`src/rtl/lap_timer.sv`:
```
// Stopwatch datapath: centisecond BCD time base, lap capture into a circular
// buffer with combinational readback, and a sequenced lap-memory clear.
module lap_timer #(
    parameter int CLK_HZ    = 50000000,
    parameter int TICK_DIV  = CLK_HZ / 100,
    parameter int LAP_DEPTH = 8
) (
    input  logic                         clock,
    input  logic                         reset_n,
    input  logic [10:0]                  state,
    input  logic [$clog2(LAP_DEPTH)-1:0] rd_index,
    output logic [23:0]                  time_bcd,
    output logic [23:0]                  lap_bcd,
    output logic [$clog2(LAP_DEPTH):0]   lap_count,
    output logic                         lap_valid,
    output logic [23:0]                  rd_data,
    output logic                         reg_busy
);

    localparam int AW = $clog2(LAP_DEPTH);
    localparam int CW = AW + 1;
    localparam int PW = $clog2(TICK_DIV);

    localparam logic [PW-1:0] TICK_LAST = PW'(TICK_DIV - 1);
    localparam logic [CW-1:0] DEPTH_CNT = CW'(LAP_DEPTH);

    localparam int B_RUN       = 2;
    localparam int B_PRE_PAUSE = 3;
    localparam int B_RETRIEVE  = 5;
    localparam int B_SAVE      = 6;
    localparam int B_RESET     = 8;

    // Increment mm:ss.cc by one centisecond; seconds and minutes tens wrap at 5.
    function automatic logic [23:0] bcd_inc(input logic [23:0] t);
        logic [23:0] r;
        logic        carry;
        logic [3:0]  d;
        logic [3:0]  lim;
        r     = t;
        carry = 1'b1;
        for (int i = 0; i < 6; i++) begin
            d   = t[4*i +: 4];
            lim = (i == 3 || i == 5) ? 4'd5 : 4'd9;
            if (carry) begin
                if (d >= lim) begin
                    d = 4'd0;
                end else begin
                    d     = d + 4'd1;
                    carry = 1'b0;
                end
            end
            r[4*i +: 4] = d;
        end
        return r;
    endfunction

    logic          one_hot;
    logic          run;
    logic          ret_v;
    logic          rst_v;
    logic          tick;
    logic          capture;
    logic          first_clr;

    logic [PW-1:0] presc_q, presc_d;
    logic [23:0]   time_q, time_d;
    logic [23:0]   lap_q, lap_d;
    logic [CW-1:0] count_q, count_d;
    logic [AW-1:0] wr_ptr_q, wr_ptr_d;
    logic [CW-1:0] clr_cnt_q, clr_cnt_d;
    logic          ret_q;
    logic          lap_valid_q;
    logic [23:0]   entry_q [LAP_DEPTH];
    logic [AW-1:0] rd_ptr;

    // A malformed (non-one-hot) state vector disables every action.
    assign one_hot = (state != '0) && ((state & (state - 11'd1)) == '0);
    assign run     = one_hot & (state[B_RUN] | state[B_PRE_PAUSE] |
                                state[B_RETRIEVE] | state[B_SAVE]);
    assign ret_v   = one_hot & state[B_RETRIEVE];
    assign rst_v   = one_hot & state[B_RESET];

    assign tick      = run & (presc_q == TICK_LAST);
    assign capture   = ret_v & ~ret_q;
    assign first_clr = rst_v & (clr_cnt_q == '0);
    assign reg_busy  = rst_v & (clr_cnt_q != DEPTH_CNT);

    always_comb begin
        presc_d  = presc_q;
        time_d   = time_q;
        lap_d    = lap_q;
        count_d  = count_q;
        wr_ptr_d = wr_ptr_q;
        if (first_clr) begin
            presc_d  = '0;
            time_d   = '0;
            lap_d    = '0;
            count_d  = '0;
            wr_ptr_d = '0;
        end else begin
            if (run) begin
                presc_d = tick ? '0 : presc_q + PW'(1);
            end
            if (tick) begin
                time_d = bcd_inc(time_q);
            end
            // Capture takes the pre-tick time so a coincident tick is not seen.
            if (capture) begin
                lap_d    = time_q;
                wr_ptr_d = wr_ptr_q + AW'(1);
                if (count_q != DEPTH_CNT) begin
                    count_d = count_q + CW'(1);
                end
            end
        end
    end

    always_comb begin
        clr_cnt_d = clr_cnt_q;
        if (!rst_v) begin
            clr_cnt_d = '0;
        end else if (clr_cnt_q != DEPTH_CNT) begin
            clr_cnt_d = clr_cnt_q + CW'(1);
        end
    end

    always_ff @(posedge clock or negedge reset_n) begin
        if (!reset_n) begin
            presc_q     <= '0;
            time_q      <= '0;
            lap_q       <= '0;
            count_q     <= '0;
            wr_ptr_q    <= '0;
            clr_cnt_q   <= '0;
            ret_q       <= 1'b0;
            lap_valid_q <= 1'b0;
        end else begin
            presc_q     <= presc_d;
            time_q      <= time_d;
            lap_q       <= lap_d;
            count_q     <= count_d;
            wr_ptr_q    <= wr_ptr_d;
            clr_cnt_q   <= clr_cnt_d;
            ret_q       <= ret_v;
            lap_valid_q <= capture;
        end
    end

    // Clear and capture never coincide: RESET and RETRIEVE are distinct one-hot bits.
    always_ff @(posedge clock or negedge reset_n) begin
        if (!reset_n) begin
            for (int i = 0; i < LAP_DEPTH; i++) begin
                entry_q[i] <= '0;
            end
        end else if (reg_busy) begin
            entry_q[clr_cnt_q[AW-1:0]] <= '0;
        end else if (capture) begin
            entry_q[wr_ptr_q] <= time_q;
        end
    end

    assign rd_ptr  = wr_ptr_q - AW'(1) - rd_index;
    assign rd_data = ({1'b0, rd_index} < count_q) ? entry_q[rd_ptr] : '0;

    assign time_bcd  = time_q;
    assign lap_bcd   = lap_q;
    assign lap_count = count_q;
    assign lap_valid = lap_valid_q;

endmodule

```
`config.mk`:
```
export PLATFORM = sky130hd
export DESIGN_NAME = lap_timer
export DESIGN_NICKNAME = d
export VERILOG_FILES = /design/src/rtl/lap_timer.sv
export SDC_FILE = /design/constraint.sdc
export NUM_CORES = 1
export LEC_CHECK = 0
export BUFFER_PORTS_ARGS = -buffer_cell sky130_fd_sc_hd__buf_2
export CORE_ASPECT_RATIO = 2
export CORE_UTILIZATION = 61
export CTS_CLUSTER_DIAMETER = 200
export DETAILED_ROUTE_END_ITERATION = 7
export GPL_ROUTABILITY_DRIVEN = 0
export PLACE_DENSITY = 0.9
export SYNTH_ARGS = -nofsm -noshare
export SYNTH_HDL_FRONTEND = slang
export SYNTH_SLANG_ARGS = --single-unit
```
`constraint.sdc`:
```
create_clock -name clock -period 3.6 [get_ports clock]
set_input_delay 0.18 -clock clock [delete_from_list [all_inputs] [get_ports clock]]
set_output_delay 0.18 -clock clock [all_outputs]
set_load 0.03 [all_outputs]
```
-- Word level (Yosys, flattened, before mapping)
Index checks and enable logic that the tools add are counted.
- bitwise gates (word level): 17
- order comparisons: 12
- add/subtract/negate cells: 13
- muxes and demuxes: 55
- reduce and logical (&&, ||, !) cells: 22
- eq/ne operators: 4
- operators with widths (kind ; count):
    $mux W192 ; 2
    $mux W24 ; 9
    $and A192 B192 Y192 ; 1
    $bwmux W192 ; 1
    $not A192 Y192 ; 1
    $demux W24 S3 ; 2
    $bmux W24 S3 ; 1
    $mux W4 ; 16
    $mux W19 ; 3
    $add A4 B1 Y4 const B ; 8
    $ge A4 B4 Y1 const B ; 7
    $reduce_bool A2 Y1 ; 10
    $add A19 B1 Y19 const B ; 1
    $eq A19 B19 Y1 const B ; 1
    $mux W1 ; 19
    $not A3 Y4 ; 3
    $reduce_and A2 Y1 ; 6
    $and A11 B11 Y11 ; 1
    $logic_not A11 Y1 ; 1
    $reduce_bool A11 Y1 ; 1
    $sub A11 B1 Y11 const B ; 1
    $ge A4 B3 Y1 const B ; 2
    $lt A4 B1 Y1 const B ; 2
    $ne A4 B4 Y1 const B ; 2
    11 further kinds ; 22
- bits of input ports: 16
- logic and storage cells: 144
- bits in registers: 272

-- Longest topological paths before layout
- depth in word-level cells: 23
- gate-level depth with buffers: 10
- depth with buffers taken out: 8

-- Worst setup path before layout
Ideal clock, no wire load.
- kind: flip-flop to output port
- start: register wr_ptr_q[0]
- end: output port rd_data[10]
- setup slack: 665 ps
- required time: 3420 ps
- buffers on the path: 2
- arrival time: 2755 ps
- stages on the path, launching flop included: 7
- cells stage by stage: dfrtp_1 -> ha_1 -> buf_1 -> buf_1 -> mux4_2 -> nand2_1 -> a21oi_1
- longest elaborated chain between the ends: 7
- ends and longest elaborated chain (item ; RTL line ; text):
    start, declared ; 69 ; logic [AW-1:0] wr_ptr_q, wr_ptr_d;
    start signal, assigned ; 142 ; wr_ptr_q <= wr_ptr_d;
    $sub A3 B1 Y3 ; 162 ; assign rd_ptr = wr_ptr_q - AW'(1) - rd_index;
    $sub A3 B3 Y3 ; 162 ;
    $not A3 Y4 (not written as such) ; 163 ; assign rd_data = ({1'b0, rd_index} < count_q) ? entry_q[rd_ptr] : '0;
    $bmux W24 S3 ; 163 ;
    $mux W24 (not written as such) (2 in a row) ; 163 ;
    $mux W24 ; 163 ;
    end, declared ; 16 ; output logic [23:0] rd_data,
Every way passes these cells. The select of a mux whose other input is x is not followed.

-- Worst setup path after layout
- start: register wr_ptr_q[0]
- end: output port rd_data[12]
The elaborated chain is that of the path after synthesis.

==> impl_metrics.ini <==
[clock_network]
clock-sinks = 272
clkTransAtPathRegs_ps = 70
cts-root-buf = clkbuf_16
cts.path.max_buffers = 3
h-tree-depth = 1
cts_tree = built
clk_latency_ps = 540
cts_buffers = 24

[setup_path]
crit_type = reg -> out
crit_slowest_cell = dfrtp_1
critPathRequiredTime_ps = 3420
cp-start-kind = flip-flop
arrival_ps = 3250
cp_slowest_stage_delay_ps = 670
endpoint_kind = output port
rrSetupSlack_ps = 470
critical_path.top_delay_family = flip-flops
rr_worst_depth = 9
critPathBufInv = 3
r2r_end = entry_q[60]$_DFFE_PN0P_
worstReg2RegStart = clr_cnt_q[0]$_DFFE_PN0P_
crit_path_cell_trace = ha_4 -> inv_1 -> fa_2 -> xnor2_2 -> xor2_2 -> buf_4 -> nand2_1 -> a21oi_1 -> buf_2
path_max_fanout = 24

[floorplanning]
die_h_um = 214
die_area_um2 = 23200
boundaryPins = 94
coreArea_um2 = 22200
die_w_um = 108
rows = 77
start_util_pct = 62.1

[pwr]
seq_power_share_pct = 52.2
p_sw_mw = 1.31
peakVddDrop_v = 0.000342
powerDensity_nw_per_um2 = 382
leakagePower_nw = 7.80
clkPwrFrac_pct = 43.9
netSwitchingFraction_pct = 22.3
power_frac_comb_pct = 3.9
power.internal_mw = 4.56

[global_route]
overflow = 0
grt_max_degree = 108
first_global_vias = 11700
grtUsageTotal_pct = 35.2
antenna_found_initial = 0
grt_first_pass_wirelength_mm = 61.9

[synth]
yosys_warnings = 0
netlist_instances = 1218
ys.flop_type = dfrtp_1
synth_area_per_cell_um2 = 11.3
synth_edf_count = 0
synthDistinctLibCells = 59
yosysSeqAreaShare_pct = 49.5
async_flop_share_pct = 100
syn_area_um2 = 13800
synth-seq-cells = 272
syn_nets = 1262

[timing]
setup_violations = 0
fin_crit_ps = 3430
worst_slack_ps = 171
slew_viol_final = 0
rsz0062_at_grt = false
clock_skew_ps = 11.7
slew_headroom_pct = 16.9
setup-tns-final_ps = 0
hold_viol = 0
period_share_pct = 95.3
worstMarginPinSlew_ps = 1250
timing.fmax_ghz = 0.292

[drt]
drcViolationCount = 0
first_pass_iters = 6
vias = 11100
wirelength_mm = 38.6
drt_iter0_markers = 1023
drtAntennaViolNets = 0
viasPerCell = 7.07
wire_per_inst_um = 24.7

[min_path]
hp-class = in -> reg
hold_depth = 3
worstHoldStart = state[8]
whs_endpoint = clr_cnt_q[0]$_DFFE_PN0P_

[job]
max_cap_viol_count = 0

[layout]
area_growth_pct = 11.8
fin_nets = 1317
final_cell_mix = dfrtp_1, a22o_1, a21o_1
drive_above_1_share_pct = 19.5
finish.utilization_pct = 69.4
layout_commonest_cell = dfrtp_1
diodes = 0

[placed_design]
pre_cts_ws_ps = 602
port_buffers = 93
hpwl_mm = 24.1

[status]
status = finished clean
## power by group through the flow
| stage | Combinational (mW) | Clock (mW) | Sequential, mW |
|---|---|---|---|
| floorplan | 0.100 | 0 | 3.12 |
| global placement | 0.222 | 0 | 3.12 |
| detailed placement | 0.228 | 0 | 3.12 |
| CTS | 0.230 | 2.59 | 3.06 |
| global route | 0.252 | 2.69 | 3.06 |
| finish | 0.228 | 2.58 | 3.06 |
## worst max-delay path by stage
stage,start,cells after the start,slack (ps),endpoint
global route,wr_ptr_q[0]$_DFFE_PN0P_,9,60,rd_data[0]
finish,wr_ptr_q[0]$_DFFE_PN0P_,9,170,rd_data[12]
global placement,wr_ptr_q[0]$_DFFE_PN0P_,9,700,rd_data[12]
CTS,wr_ptr_q[0]$_DFFE_PN0P_,9,80,rd_data[12]
detailed placement,clr_cnt_q[0]$_DFFE_PN0P_,9,600,entry_q[57]$_DFFE_PN0P_
floorplan,wr_ptr_q[0]$_DFFE_PN0P_,6,660,rd_data[10]
## Yosys cell counts, drive strengths merged, types with 3 or more instances
master	number	share of area, %
nor4	13	1.1
or3b	4	0.25
xnor2	7	0.45
nor3	22	1.2
clkbuf	69	1.9
dfrtp	272	49
mux4	48	7.9
nand2	93	2.5
a21oi	55	2.0
nand3	26	0.95
a2bb2oi	4	0.25
buf	37	1.5
and4	3	0.19
o41ai	4	0.25
or3	5	0.23
nand2b	13	0.59
nand4	20	0.91
and2	3	0.14
nor2	35	0.96
inv	29	0.79
and3	4	0.18
mux2i	5	0.36
ha	27	2.5
a31oi	9	0.41
o32ai	5	0.32
a22o	119	7.6
o31ai	11	0.60
or4	6	0.33
or2	4	0.18
a21o	98	5.3
o21ai	45	1.6
nor3b	97	5.3
## kinds of logic after synthesis
family          count (synthesis)  synth area share [%]
simple gates                  357                  15.7
buf+inv                       135                  4.14
mux                            53                  8.22
xor+xnor                        9                 0.573
flops                         272                  49.5
fa+ha+maj                      28                  2.60
compound gates                364                  19.3
## flip-flops by register name, summed over array words and instances (netlist names)
register   count
time_bcd      24
clr_cnt_q      4
lap_count      4
wr_ptr_q       3
entry_q      192
ret_q          1
lap_bcd       24
presc_q       19
lap_valid      1
## routing by layer
layer	vias to the layer above	track usage (%)	part of all wire [%]
li1	4651	-	-
met1	5545	40.2	34
met2	689	59.9	53
met3	181	5.17	7.8
met4	0	23.6	5.8
met5	-	0	0
## layout make-up
class                   instances  area [um^2]
well taps                     276          345
flip-flops and latches        272         6810
multi-input cells             811         6480
clock inverters                 6         61.3
clock buffers                  37          711
inverters                      29          109
fillers                      1512         6790
repair buffers                135          858
## worst register-to-register path, cell delays in order, from the launching register on
cell and delay, ps:
dfrtp_1 480, inv_1 170, ha_1 270, and3b_1 280, o21ai_1 770, nand3b_1 290, o32ai_1 130, nand2_1 80
buf_4 360, a22o_1 240
## metrics by stage
stage / instance area (um^2) / std cells / hold slack, ps / total power [mW]
2_1_floorplan: 13800 / 1218 / -116 / 3.22
3_3_place_gp: 14600 / 1521 / 289 / 3.34
3_5_place_dp: 14600 / 1521 / 301 / 3.35
4_1_cts: 15400 / 1566 / 87.4 / 5.88
5_1_grt: 15400 / 1566 / 141 / 6.01
6_report: 15400 / 1566 / 91.2 / 5.87
## what timing repair did
action | CTS | global route
hold buffers | 2 | 0
setup endpoints to repair | 0 | 2
gates resized for setup | 0 | 1
endpoints found under the hold margin | 106 | 0
setup buffers | 0 | 0
Power figures use the tool's default switching activity.
